[src/rtl/pipe_pkg.sv]
// Shared pipeline definitions: reset PC, bubble instruction,
// branch opcodes and the IF->ID bundle layout.
package pipe_pkg;

  localparam logic [31:0] RESET_PC = 32'h1c000000;
  localparam logic [31:0] NOP_INST = 32'h03400000;

  localparam logic [5:0] OP_JIRL = 6'h13;
  localparam logic [5:0] OP_B    = 6'h14;
  localparam logic [5:0] OP_BL   = 6'h15;
  localparam logic [5:0] OP_BEQ  = 6'h16;
  localparam logic [5:0] OP_BNE  = 6'h17;

  localparam int IF_TO_ID_W = 65;
  localparam int PRED_BIT   = 64;
  localparam int INST_LSB   = 32;
  localparam int PC_LSB     = 0;

  typedef struct packed {
    logic        predict;
    logic [31:0] inst;
    logic [31:0] pc;
  } if_id_t;

  function automatic logic [5:0] opcode(
    input logic [31:0] inst
  );
    return inst[31:26];
  endfunction

endpackage

[src/rtl/if_bpred.sv]
// Static branch predictor: b/bl always taken, beq/bne backward-taken.
// Ports: fs_inst, fs_pc, en in; pred_taken, pred_target out.
module if_bpred
  import pipe_pkg::*;
#(
  parameter bit BTFN_EN = 1'b1
) (
  input  logic [31:0] fs_inst,
  input  logic [31:0] fs_pc,
  input  logic        en,
  output logic        pred_taken,
  output logic [31:0] pred_target
);

  logic [5:0]  op;
  logic [31:0] offs26;
  logic [31:0] offs16;
  logic        is_jmp;
  logic        is_bcc;

  assign op = opcode(fs_inst);

  // b/bl: 26-bit word offset split as {inst[9:0], inst[25:10]}
  assign offs26 = {{4{fs_inst[9]}},
                   fs_inst[9:0],
                   fs_inst[25:10],
                   2'b00};

  assign offs16 = {{14{fs_inst[25]}},
                   fs_inst[25:10],
                   2'b00};

  assign is_jmp = en &
                  ((op == OP_B) |
                   (op == OP_BL));

  assign is_bcc = en &
                  ((op == OP_BEQ) |
                   (op == OP_BNE));

  always_comb begin
    pred_taken  = 1'b0;
    pred_target = fs_pc + 32'd4;
    unique case (1'b1)
      is_jmp: begin
        pred_taken  = 1'b1;
        pred_target = fs_pc + offs26;
      end
      is_bcc: begin
        // sign bit of the offset: backward branch
        pred_taken  = BTFN_EN & fs_inst[25];
        pred_target = fs_pc + offs16;
      end
      default: begin
        pred_taken  = 1'b0;
      end
    endcase
  end

endmodule

[src/rtl/if_stage.sv]
// Fetch stage: PC register, skid buffer, nextpc mux, IF->ID bundle.
// Ports: clk, rst, ID_allowin, flush, pc_real, inst_sram_*, IF_to_ID_zip.
module if_stage #(
  parameter logic [31:0] RESET_PC = pipe_pkg::RESET_PC,
  parameter logic [31:0] NOP_INST = pipe_pkg::NOP_INST,
  parameter bit          BTFN_EN  = 1'b1
) (
  input  logic        clk,
  input  logic        rst,
  input  logic        ID_allowin,
  input  logic        flush,
  input  logic [31:0] pc_real,
  output logic        inst_sram_en,
  output logic [3:0]  inst_sram_we,
  output logic [31:0] inst_sram_addr,
  output logic [31:0] inst_sram_wdata,
  input  logic [31:0] inst_sram_rdata,
  output logic [64:0] IF_to_ID_zip
);

  import pipe_pkg::*;

  localparam logic [31:0] PC_INIT =
    RESET_PC - 32'd4;

  logic [31:0] fs_pc;
  logic        fs_valid;
  logic        buf_valid;
  logic [31:0] inst_buf;

  logic [31:0] fs_inst;
  logic [31:0] nextpc;
  logic        pred_taken;
  logic [31:0] pred_target;
  logic        advance;
  if_id_t      zip;

  // while stalled, the SRAM output is not held: use the skid copy
  assign fs_inst = buf_valid ? inst_buf
                             : inst_sram_rdata;

  if_bpred #(
    .BTFN_EN(BTFN_EN)
  ) u_bpred (
    .fs_inst    (fs_inst),
    .fs_pc      (fs_pc),
    .en         (fs_valid),
    .pred_taken (pred_taken),
    .pred_target(pred_target)
  );

  always_comb begin
    nextpc = fs_pc + 32'd4;
    if (flush)
      nextpc = pc_real;
    else if (pred_taken)
      nextpc = pred_target;
  end

  // flush fetches even when ID is stalled
  assign advance = flush | ID_allowin;

  assign inst_sram_en    = ~rst & advance;
  assign inst_sram_we    = 4'b0;
  assign inst_sram_addr  = nextpc;
  assign inst_sram_wdata = 32'b0;

  always_comb begin
    zip.predict = 1'b0;
    zip.inst    = NOP_INST;
    zip.pc      = fs_pc;
    if (rst) begin
      zip.pc = PC_INIT;
    end else if (fs_valid) begin
      zip.predict = pred_taken;
      zip.inst    = fs_inst;
    end
  end

  assign IF_to_ID_zip = zip;

  always_ff @(posedge clk) begin
    if (rst) begin
      fs_pc     <= PC_INIT;
      fs_valid  <= 1'b0;
      buf_valid <= 1'b0;
      inst_buf  <= 32'b0;
    end else if (advance) begin
      fs_pc     <= nextpc;
      fs_valid  <= 1'b1;
      buf_valid <= 1'b0;
    end else if (fs_valid & ~buf_valid) begin
      // first stall cycle: rdata is still the fetched word
      inst_buf  <= inst_sram_rdata;
      buf_valid <= 1'b1;
    end
  end

endmodule

[config.mk]
export PLATFORM = sky130hd
export DESIGN_NAME = if_stage
export DESIGN_NICKNAME = d
export VERILOG_FILES = /design/src/rtl/pipe_pkg.sv /design/src/rtl/if_bpred.sv /design/src/rtl/if_stage.sv
export SDC_FILE = /design/constraint.sdc
export NUM_CORES = 1
export LEC_CHECK = 0
export CAP_MARGIN = 10
export CORE_ASPECT_RATIO = 0.7
export CORE_MARGIN = 3
export CORE_UTILIZATION = 44
export CTS_BUF_LIST = sky130_fd_sc_hd__clkbuf_4
export CTS_CLUSTER_DIAMETER = 150
export DETAILED_ROUTE_END_ITERATION = 8
export HOLD_SLACK_MARGIN = 0.12
export PLACE_DENSITY_LB_ADDON = 0.08
export RECOVER_POWER = 100
export SETUP_SLACK_MARGIN = 0.05
export SYNTH_ARGS = -nofsm -noshare
export SYNTH_HDL_FRONTEND = slang
export SYNTH_SLANG_ARGS = --single-unit
[constraint.sdc]
create_clock -name clk -period 7 [get_ports clk]
set_clock_uncertainty 0.2 [all_clocks]
set_input_delay 1.4 -clock clk [delete_from_list [all_inputs] [get_ports clk]]
set_output_delay 1.4 -clock clk [all_outputs]
set_load 0.02 [all_outputs]
### Yosys cells after proc, flatten, opt, wreduce, memory -nomap -nowiden

Index checks and enable logic that the tools add are counted.

* latch bits: 0
* register bits after elaboration: 66
* bits of input ports: 68
* word-level logic and storage cells: 31
* memories: 0
* output and inout bits: 134
* memory bits (read-only): 0
* memory bits (writable): 0

* multipliers: 0
* mux-type cells: 8
* magnitude comparators: 0
* bitwise gates (word level): 10
* equality and inequality tests: 4
* add/subtract/negate cells: 3
* reductions and logical operators: 2
* shifts and indexed selects: 0
* divide/modulo/power cells: 0

Operators with widths (number)
* $mux W32: 4
* $mux W33: 2
* $add A32 B32 Y32: 2
* $pmux W32 S2: 1
* $add A32 B3 Y32 const B: 1
* $eq A6 B5 Y1 const B: 4
* $and A1 B1 Y1: 4
* $not A1 Y1: 3
* $or A1 B1 Y1: 3
* $pmux W1 S2: 1
* $reduce_and A2 Y1: 1
* $reduce_or A2 Y1: 1

### Logic depth before layout (Yosys ltp)

* word-level depth: 7
* mapped depth: 15
* gate-level depth less buffers: 14

### Cells and area by module

Synthesis repeated with hierarchy kept, for this count alone.

* cell total of the unflattened synthesis: 960
* area total of the unflattened synthesis: 6932.9 um^2

Modules (own cells, without submodules)
* if_stage: area an instance 5051.1 um^2, cells an instance 683, instances 1, seq. area each 1321.3 um^2
* if_bpred: area an instance 1881.8 um^2, cells an instance 277, instances 1, seq. area each 0.0 um^2

### Worst setup path after synthesis

Ideal clock, no wire load.

* path type: input to output
* start point: input inst_sram_rdata[31]
* end point: output inst_sram_addr[28]
* cell stages on the path: 14
* required time: 5400 ps
* data arrival time: 4594 ps
* buffers on the path: 1
* setup slack: 806 ps
* cell sequence: and4bb_2 > a2bb2o_1 > and3_1 > clkbuf_1 > a21oi_1 > ha_1 > a21o_1 > a21oi_2 > nor2_1 > or4_1 > a41o_1 > or4_1 > a31oi_1 > o21ai_0

* longest elaborated chain between the ends: 7
* elaborated cells between the ends (all ways): 13
* those cells by class: eq/ne: 4; mux: 5; bitwise: 4

Ends and longest elaborated chain
* start, declared: RTL line if_stage.sv:17 `input logic [31:0] inst_sram_rdata,`
* $mux W32 *: RTL line if_stage.sv:39 `assign fs_inst = buf_valid ? inst_buf`
* $eq A6 B5 Y1, on equally long branches
* $or A1 B1 Y1, on equally long branches: RTL line if_bpred.sv:38, if_bpred.sv:34
* $and A1 B1 Y1, on equally long branches: RTL line if_bpred.sv:37, if_bpred.sv:33
* $pmux W32 S2 or $pmux W1 S2 (tied branches): RTL line if_bpred.sv:44 `unique case (1'b1)`
* $mux W32 *: RTL line if_stage.sv:56 `else if (pred_taken)`
* $mux W32 *: RTL line if_stage.sv:54 `if (flush)`
* end, declared: RTL line if_stage.sv:15 `output logic [31:0] inst_sram_addr,`

Mark *: on every way between the ends. The rest lies on a longest branch, timed or not.

### Final worst setup path

Ends and elaborated chain as after synthesis.

==> metrics.txt <==
width of the die 150 µm; Hold Vio Cnt, Final 0; Leakage Power 0.00345 µW; Synth-to-Final Area Change 33.5%; worst min-delay path class reg2reg; number of H-tree branching levels 3; Layout Utilization 60.6%; Routed WL per cell 17.0 µm; Clock Pin Slew Worst Setup and Hold Paths 0.12 ns; number of rows in the core area 36; boundary pin count 202; DRC violation total after the first TritonRoute iteration 509; headroom to the max-slew limit -16.5%; Die Span Y 107 µm; antenna diode instance count 0; length in cells of the worst reg-to-reg path 16; number of clock buffers inserted by TritonCTS 9; power density relative to cell area 168 nW/µm²; Peak supply drop 0.0000825 V; layout cell share with drive strength beyond 1 12.3%; number of nets with antenna violations after routing 0; Sink Count 66; peak-usage layer in the global routing report met1; part of the cycle the worst path needs 97.7%; most frequently used flop master after synthesis dfxtp_1; met2 usage in global routing 34.4%; DR vias/cell 5.40; Setup violations, final 0; insertion delay of the later-clocked pin in the worst-skew pair 0.44 ns; start-to-end type of the worst setup path in2out; max cap viols 2; number of global-route vias before repair 6147; final wirelength 21800 µm; number of enable-type register cells in the synthesized netlist 0; most common cell after layout, fill and taps aside nand2_1; Starting Density 45.4%; post-synthesis sequential area ratio 20.7%; area after detailed placement 8380 µm²; total number of vias 6930; achievable clock frequency 0.146 GHz; count of pins over their slew limit 123; global-route wire length before repair 33900 µm; die footprint 16000 µm²; overall overflow remaining after global route 0; number of synthesis warnings 0; met3 usage in global routing 5.20%; first drt pass iteration count 5; placeable core region 14100 µm²; Clock Tree Buf Depth 2; count of nets after finishing 1189; data required time of the critical path 5.40 ns; met1 Resource Use GR 44.9%; dpl ws -0.110 ns; combined area of all synthesized cells 6380 µm²; mean instance size in the synthesized netlist 7.00 µm²; Final WS setup 0.161 ns; final weighted congestion in routability-driven placement 0.915; CTS root buffer clkbuf_4; HPWL after detailed placement 16700 µm; post-synth cell types 68; TritonCTS clock tree done; category of the worst setup path capture point output port; actual transition at the worst max-transition pin 1.75 ns; number of register bits inferred by synthesis 66; Startpoint Class primary input; count of buffers from port buffering 165; final design area excluding fillers 8520 µm²; most frequent cells in the layout nand2_1, a21oi_1, nor2_1; Remaining DRCs 0; initial antenna violation count 0; global-route usage over all layers 26.6%; maximum number of pins on one net before global-route repair 83; Worst Path Max Fanout 8; fraction of synthesis flops using an asynchronous set or reset pin 0%; failing checks capacitance limit, slew limit; crit path time final 6.84 ns; outcome finished, violations left; RSZ-0062 raised after global routing yes; Arrival @ worst endpoint 5.24 ns; worst hold path stage count 2; cell count after synthesis 912; Tot Pwr 1430 µW
-- kinds of logic after synthesis --
| logic type | after synthesis | share of synthesized area [%] |
|---|---|---|
| and+or+nand+nor | 380 | 28.4 |
| AOI/OAI and AO/OA | 234 | 22.5 |
| buffers and inverters | 113 | 8.88 |
| DFF | 66 | 20.7 |
| xor gates and xnor gates | 45 | 6.17 |
| muxes | 40 | 6.66 |
| adders and majority gates | 33 | 6.59 |
| other | 1 | 0.0587 |
-- where the power goes --
group | switching, µW | internal [µW]
clock | 159 | 181
combinational | 366 | 285
sequential | 39.6 | 397
-- cell usage after synthesis, drive strengths merged, types with 3 or more instances --
master / number / area [µm²]
o21bai: 3 / 22.5
nand4: 11 / 68.8
nor3: 12 / 65.1
nand3b: 3 / 22.5
and3: 24 / 150
xor2: 21 / 184
or2: 27 / 169
nor2b: 12 / 75.1
a21o: 11 / 82.6
buf: 46 / 313
nor3b: 3 / 22.5
o21ai: 44 / 220
o211ai: 8 / 60.1
and2: 4 / 25.0
o32ai: 5 / 43.8
and4: 3 / 26.3
mux2: 20 / 225
clkbuf: 49 / 186
nand2b: 10 / 62.6
or3: 9 / 56.3
xnor2: 24 / 210
dfxtp: 66 / 1320
a211o: 6 / 52.6
o21a: 5 / 37.5
o311ai: 4 / 35.0
ha: 32 / 400
nand3: 30 / 150
mux2i: 20 / 200
a211oi: 10 / 75.1
nand2: 138 / 518
inv: 17 / 63.8
a21oi: 101 / 513
a31oi: 13 / 81.3
nor2: 85 / 319
-- routing by layer --
metal | vias up | wire (µm)
met1 | 3167 | 11500
li1 | 3482 | -
met3 | 9 | 2070
met2 | 272 | 8160
met4 | 0 | 90
met5 | - | 0
-- worst paths after layout --
path	startpoint	endpoint	slack (ns)
max reg2reg	buf_valid	fs_pc[28]	2.43
max	inst_sram_rdata[31]	inst_sram_addr[28]	0.16
min	inst_buf[3]	inst_buf[3]	0.26
min reg2reg	inst_buf[3]	inst_buf[3]	0.26
-- stage by stage --
stage,cells,hold slack [ns],setup TNS [ns]
after floorplan,947,0.233,0
after global placement,1266,0.238,-0.224
after detailed placement,1266,0.246,-0.365
after CTS,1282,0.263,0
after global routing,1283,0.280,0
final,1283,0.261,0
-- layout make-up --
| cell class | instances | area (µm²) |
|---|---|---|
| sequential | 66 | 1320 |
| tap | 190 | 238 |
| fill | 1363 | 5530 |
| clock buffer | 9 | 67.6 |
| timing repair buffer | 225 | 2050 |
| multi-input combinational | 768 | 4650 |
| clock inverter | 7 | 116 |
| inverter | 18 | 67.6 |
-- repair_timing --
| item | 4_1_cts | 5_1_grt |
|---|---|---|
| hold buffers | 0 | 0 |
| buffers inserted | 0 | 1 |
| pin swaps | 1 | 4 |
| endpoints found under the setup margin | 9 | 9 |
| gates resized for setup | 9 | 19 |
| endpoints found under the hold margin | 0 | 0 |
| cloned | 0 | 0 |
-- worst max-delay path, cell delays in order --
cell	delay, ns
clkdlybuf4s50_1	0.48
and4bb_2	0.25
a2bb2o_1	0.28
and3_4	0.21
buf_4	0.16
a21oi_1	0.14
ha_1	0.26
clkbuf_2	0.13
a21oi_2	0.11
nor2_1	0.07
or4_4	0.42
a41o_1	0.25
or4_1	0.51
a31oi_1	0.19
buf_4	0.15
o21ai_0	0.06
buf_2	0.17
-- flip-flops by register name, indices dropped and copies added, names as in the netlist --
register and cells:
fs_pc 32, inst_buf 32, buf_valid 1, fs_valid 1
Power figures use the tool's default switching activity.
